`config.mk`:
```
export PLATFORM = sky130hd
export DESIGN_NAME = inst_fetch
export DESIGN_NICKNAME = d
export VERILOG_FILES = /design/src/rtl/inst_fetch.sv
export SDC_FILE = /design/constraint.sdc
export NUM_CORES = 1
export LEC_CHECK = 0
export CAP_MARGIN = 20
export CORE_UTILIZATION = 45
export CTS_CLUSTER_SIZE = 16
export DETAILED_ROUTE_END_ITERATION = 16
export DONT_BUFFER_PORTS = 1
export MAX_ROUTING_LAYER = met4
export REMOVE_ABC_BUFFERS = 1
export SLEW_MARGIN = 20
export SYNTH_ARGS = -nofsm -noshare
export SYNTH_HDL_FRONTEND = slang
export SYNTH_SLANG_ARGS = --single-unit
```
`constraint.sdc`:
```
create_clock -name clk -period 4.1 [get_ports clk]
set_clock_uncertainty 0.1 [all_clocks]
set_input_delay 0.82 -clock clk [delete_from_list [all_inputs] [get_ports clk]]
set_output_delay 0.82 -clock clk [all_outputs]
set_load 0.1 [all_outputs]
```
`src/rtl/inst_fetch.sv`:
```
// inst_fetch -- instruction fetch stage.
//
// Drives the read side of the instruction memory. It absorbs the memory's
// one-cycle registered read latency and hands instructions to decode through
// a 2-entry {data, pc} buffer with a valid/ready handshake. A redirect pulse
// flushes every wrong-path word, including the read still in flight.
//
// Parameters:
//   WORD      instruction width
//   ADDR      word-address width
//   RESET_PC  word address fetched first after reset
//
// Ports:
//   clk, rst        clock, synchronous active-high reset
//   imem_a          instruction memory word address (always equals pc)
//   imem_w          instruction memory write enable (always 0)
//   imem_q          instruction memory read data, one cycle after imem_a
//   halt            suppresses new issues; an in-flight word still completes
//   redirect_valid  one-cycle pulse: flush and refetch from redirect_pc
//   redirect_pc     redirect target word address
//   inst_valid      buffer head holds a valid instruction
//   inst_ready      decode accepts the head this cycle
//   inst_data       head instruction word
//   inst_pc         word address of the head instruction
//
// Optional feature, macro INST_FETCH_PERF_EN:
//   perf_fetched    +1 per completed handshake (wraps at 2^32)
//   perf_stall      +1 per cycle with inst_valid && !inst_ready (wraps at 2^32)
//   Both reset to 0; a redirect does not clear them.
//
// Handshake: a word moves to decode in every cycle where inst_valid and
// inst_ready are both high. While inst_valid is high and inst_ready is low,
// inst_data and inst_pc hold their values. inst_valid does not depend on
// inst_ready in the same cycle.
module inst_fetch #(
  parameter int          WORD     = 32,
  parameter int          ADDR     = 16,
  parameter int unsigned RESET_PC = 0
) (
  input  logic            clk,
  input  logic            rst,
  output logic [ADDR-1:0] imem_a,
  output logic            imem_w,
  input  logic [WORD-1:0] imem_q,
  input  logic            halt,
  input  logic            redirect_valid,
  input  logic [ADDR-1:0] redirect_pc,
  output logic            inst_valid,
  input  logic            inst_ready,
  output logic [WORD-1:0] inst_data,
  output logic [ADDR-1:0] inst_pc
`ifdef INST_FETCH_PERF_EN
  ,
  output logic [31:0]     perf_fetched,
  output logic [31:0]     perf_stall
`endif
);

  localparam logic [ADDR-1:0] RESET_PC_A = ADDR'(RESET_PC);

  logic [ADDR-1:0] pc;
  logic            inflight;
  logic [ADDR-1:0] inflight_pc;

  logic [WORD-1:0] fifo_data [2];
  logic [ADDR-1:0] fifo_pc   [2];
  logic            rd_ptr;
  logic            wr_ptr;
  logic [1:0]      count;

  logic            pop;
  logic            push;
  logic            issue;
  logic [2:0]      occupancy;

  assign pop  = (count != 2'd0) && inst_ready;
  // A word returning in a redirect cycle is already wrong-path.
  assign push = inflight && !redirect_valid;

  // Credit check: slots already promised (buffered plus in flight), minus the
  // one leaving this cycle, must leave room for one more word.
  assign occupancy = {1'b0, count} + {2'b00, inflight} - {2'b00, pop};
  assign issue     = !halt && !redirect_valid && (occupancy < 3'd2);

  always_ff @(posedge clk) begin
    if (rst) begin
      pc           <= RESET_PC_A;
      inflight     <= 1'b0;
      inflight_pc  <= '0;
      count        <= 2'd0;
      rd_ptr       <= 1'b0;
      wr_ptr       <= 1'b0;
      fifo_data[0] <= '0;
      fifo_data[1] <= '0;
      fifo_pc[0]   <= '0;
      fifo_pc[1]   <= '0;
    end else if (redirect_valid) begin
      pc       <= redirect_pc;
      inflight <= 1'b0;
      count    <= 2'd0;
      rd_ptr   <= 1'b0;
      wr_ptr   <= 1'b0;
    end else begin
      inflight <= issue;
      if (issue) begin
        inflight_pc <= pc;
        pc          <= pc + 1'b1;
      end
      if (push) begin
        fifo_data[wr_ptr] <= imem_q;
        fifo_pc[wr_ptr]   <= inflight_pc;
        wr_ptr            <= ~wr_ptr;
      end
      if (pop) begin
        rd_ptr <= ~rd_ptr;
      end
      count <= count + {1'b0, push} - {1'b0, pop};
    end
  end

  assign imem_a     = pc;
  assign imem_w     = 1'b0;
  assign inst_valid = (count != 2'd0);
  assign inst_data  = fifo_data[rd_ptr];
  assign inst_pc    = fifo_pc[rd_ptr];

`ifdef INST_FETCH_PERF_EN
  always_ff @(posedge clk) begin
    if (rst) begin
      perf_fetched <= '0;
      perf_stall   <= '0;
    end else begin
      if (pop) begin
        perf_fetched <= perf_fetched + 32'd1;
      end
      if (inst_valid && !inst_ready) begin
        perf_stall <= perf_stall + 32'd1;
      end
    end
  end
`endif

endmodule

```
======== Word level (Yosys, flattened, before mapping) ========
Memories as Yosys holds them, arrays and structs flattened. A register that Yosys moved wholly into a read port is not among the register bits.
Cells that the tools add are included.
operators by class
  reductions and logical operators ........ 12
  add/sub/neg operators ................... 5
  muxes and demuxes ....................... 18
  bitwise operators ....................... 3
  order comparisons ....................... 1
operator list
  operator                                                    number
  two-way mux 16 bit                                          3
  two-way mux 32 bit                                          1
  OR reduction 32 bit                                         1
  adder 16 x 1 -> 16 bit, second input constant               1
  OR reduction 16 bit                                         1
  two-way mux 1 bit                                           14
  logical AND 1 bit                                           4
  nonzero test 2 bit                                          2
  adder 2 x 1 -> 3 bit                                        1
  less-than comparator 3 x 2 -> 1 bit, second input constant  1
  inverter 1 bit                                              3
  subtractor 3 x 1 -> 3 bit                                   1
  adder 2 x 1 -> 2 bit                                        1
  zero test 1 bit                                             2
  AND reduction 2 bit                                         1
  OR reduction 2 bit                                          1
  subtractor 2 x 1 -> 2 bit                                   1
storage, ports and cells
  register bits ........................... 37
  logic and storage cells ................. 47
  memory bits (writable) .................. 96
  memories kept ........................... 2
  input bits .............................. 53
memory list
  name       depth  bits a word  rd ports  clocked after memory_dff  write ports  RTL line  RTL
  fifo_data  2      32           1         1                         2            65        logic [WORD-1:0] fifo_data [2];
  fifo_pc    2      16           1         1                         2            66        logic [ADDR-1:0] fifo_pc [2];

======== Depth between registers and ports, before layout ========
  depth in word-level cells ............... 8
  mapped depth ............................ 11
  mapped depth without buffers ............ 8

======== Worst setup path before layout ========
Ideal clock, no wire load.
  path kind ............................... input -> register
  start point ............................. in redirect_valid
  end point ............................... mem fifo_data[0][0], enable pin
  data required time ...................... 3.536 ns
  stages on the path ...................... 3
  arrival ................................. 3.495 ns
  setup slack ............................. 0.041 ns
  path buffers ............................ 2
  setup time .............................. 0.464 ns
  cells stage by stage .................... clkbuf_1 clkbuf_1 o21bai_1
RTL lines
  element      RTL line  RTL
  from (decl)  46        input logic redirect_valid,
  to (decl)    65

======== Worst setup path in the final report ========
  start point ............................. reg count[1]
  end point ............................... reg pc[10] (netlist: imem_a[10])
between the ends
  word-level cells in the longest chain between the ends .. 6
  elaborated cells between the ends (all ways) .. 7
  classes of those cells .................. add/sub (2); order compare (1); reduce/logical (4)
RTL lines
  element                                                       RTL line  RTL
  from (decl)                                                   69        logic [1:0] count;
  from (signal assigned)                                        117       count <= count + {1'b0, push} - {1'b0, pop};
  branches (longest 2 deep; another with adder 2 x 1 -> 3 bit)  -
  subtractor 3 x 1 -> 3 bit *                                   82        assign occupancy = {1'b0, count} + {2'b00, inflight} - {2'b00, pop};
  less-than comparator 3 x 2 -> 1 bit *                         83        assign issue = !halt && !redirect_valid && (occupancy < 3'd2);
  logical AND 1 bit *                                           83
  nonzero test 2 bit (no source line) *                         -
  to (signal assigned)                                          98        pc <= redirect_pc;
  to (signal assigned)                                          107       pc <= pc + 1'b1;
  to (decl)                                                     61        logic [ADDR-1:0] pc;
Every way passes the cells marked *.
A chain may end at the register's enable or synchronous reset.

==> results by group <==
Run status
  – Status: complete, no violations

Clocking
  – Hold_buf cts: 0
  – Reg clk slew, reported paths: 0.06 ns
  – Post-CTS sizing: 0
  – CTS tree: done
  – Total CTS buffers: 17
  – CTS root buf: clkbuf_16
  – # clock sinks: between 100 and 150
  – H-tree levels: 4
  – Max Root-Sink Buffers: 2
  – Worst-Skew Late Latency: about 0.42 ns
  – Post-CTS setup buffer count: 0

Route
  – Detailed-route via count: 3644
  – Drt first pass iters: 4
  – Drt drc: 0
  – DRT iter0 DRCs: 230
  – WL final: 11900 um
  – Vias per inst: 5.35
  – Drt wl/cell: between 15 and 20 um
  – ANT nets after route: 0

Finish
  – Finished Layout Cells: ~680
  – Area delta synth->final: 15.3%
  – Share of layout cells above drive strength 1: 0.216
  – Most frequent cells in the layout: and2_1, edfxtp_1, nand2_1, mux2_2, dfxtp_1
  – Inserted Diodes: 0
  – # fillers: around 1100
  – Most common cell after layout, fill and taps aside: and2_1
  – Nets: ~550

Place
  – DPL Wire Length: between 7000 and 8000 um
  – Cell Count Post-Placement: around 650
  – Input/output buffers: 0
  – GPL Wtd Cong: ~0.86

Worst setup path
  – CP Launch Type: flip-flop
  – Req. time, crit path: 4.33 ns
  – Worst Path Arrival: between 3 and 4 ns
  – WS Path Type: flip-flop to flip-flop
  – Crit Path Max Fanout: 18
  – Crit. End Element: flip-flop

STA
  – Max_slew headroom: 0.239
  – Part of the cycle the worst path needs: 0.804
  – RSZ-0062 raised after global routing: no
  – Final Slew Violations: 0
  – Worst slew pin tran: roughly 1.1 ns
  – Hold Vio Cnt, Final: 0
  – Final Setup Violations: 0
  – Fmax: approximately 0.30 GHz
  – Setup TNS: 0 ns
  – Min cycle time layout: between 3 and 4 ns

Yosys
  – Yosys reg bits: roughly 130
  – Ys async rst share: 0
  – Seq/Total Area, Yosys: 0.614
  – Avg Inst Size Synth: 12.2 sq um
  – Post-Syn Instances: a little under 500
  – Post-Syn Area: approximately 5900 sq um
  – Primary FF master, synth: edfxtp_1
  – Post-synth EDFFs: 96
  – Synthesis Warnings: 0
  – Synth cell types: 47

Floorplan
  – IO Count: between 100 and 150
  – Site row count: slightly above 40
  – Die W: roughly 120 um
  – Initial core utilization: 0.467
  – Area of the core: between 10000 and 15000 sq um
  – Die Area: between 10000 and 15000 sq um
  – Die Y: 117 um

Global route
  – GRT overflow: 0
  – Initial antenna violation count: 0
  – Largest net degree at the start of global routing: 49
  – GRT Util Overall: 0.189
  – Vias in the first global route: 3530
  – Global-route wire length before repair: around 18000 um

Power and ir drop
  – VDD IR max: 242 uV
  – Leak pwr: ~2.5 nW
  – PwrDens: just over 500 nW/um^2

Run
  – Max Cap Viol: 0

Worst hold path
  – Hold Crit Class: flip-flop to flip-flop
[final cells by class]
cell class | count | area (sq um) | area share
clock buffers | 17 | 425 | 0.0622
inverters | 3 | 11.3 | 0.00165
repair buffers | 21 | 158 | 0.0230
multi-input cells | 319 | 2180 | 0.318
clock inverters | 15 | 210 | 0.0307
flip-flops and latches | 134 | 3640 | 0.533
well taps | 172 | 215 | 0.0314
[layer usage]
layer  global-route usage  share of wire  vias to the layer above
li1                     -              -                     1749
met1                0.214           0.42                     1765
met2                0.299           0.49                      124
met3               0.0803          0.088                        6
met4               0.0700         0.0066                        0
met5                    -              0                        -
[Yosys cell counts (4+ instances only)]
cell type	number	area [sq um]
clkbuf_1	25	93.8
or4_1	4	30.0
a31oi_1	10	62.6
or3_1	7	43.8
edfxtp_1	96	2880
o211ai_1	6	45.0
and2_1	97	607
nor3_1	8	40.0
nand3_1	8	40.0
nand2_1	56	210
dfxtp_1	38	761
mux2_2	49	552
nor2b_1	4	25.0
xor2_1	4	35.0
nor2_1	4	15.0
a21oi_1	23	115
[worst paths after layout]
check / start / endpoint / slack (ns) / cells past startpoint
setup / recovery: count[1] / imem_a[10] / 0.80 / 9
hold / removal: inflight_pc[7] / inflight_pc[7] / 0.36 / 2
setup reg to reg: count[1] / imem_a[10] / 0.80 / 9
hold reg to reg: inflight_pc[7] / inflight_pc[7] / 0.36 / 2
[sequential cells by signal, indices dropped and copies added (netlist names), named ones only]
register,flops
wr_ptr,1
inflight_pc,16
fifo_data,64
fifo_pc,32
imem_a,16
inflight,1
rd_ptr,1
count,2
[worst max-delay path: stages, from the launching register on]
cell and delay (ns):
dfxtp_1 0.53, nand2_1 0.09, nor2_1 0.17, o21ai_0 0.14, fa_1 0.53, nor3b_1 0.36, nand2_1 0.48, buf_4 0.33
or3_1 0.34, a31oi_1 0.13
[logic make-up after synthesis]
family,after synthesis,share of synthesized area
mux,51,0.0963
flops,134,0.614
buf+inv,34,0.0228
fa+ha+maj,3,0.00759
xor+xnor,8,0.0131
compound gates,52,0.0546
simple gates,204,0.191
other cells,1,0.000632
[power breakdown]
| group | switching, mW | internal [mW] |
|---|---|---|
| combinational | 0.301 | 0.0535 |
| sequential | 0.0411 | 1.50 |
| clock | 0.549 | 1.07 |
[through the flow]
stage / util / hold WS [ns] / worst slack (ns) / area [sq um] / power (mW)
after floorplan: - / 0.334 / 0.282 / 5810 / 1.88
after global placement: 0.488 / 0.346 / 0.761 / 6210 / 1.92
after detailed placement: 0.488 / 0.351 / 0.630 / 6210 / 1.93
after CTS: 0.538 / 0.352 / 0.838 / 6840 / 3.55
after global routing: 0.538 / 0.342 / 0.566 / 6840 / 3.63
final: 0.538 / 0.357 / 0.805 / 6840 / 3.51
No activity file was read; power rests on OpenSTA's default activity.
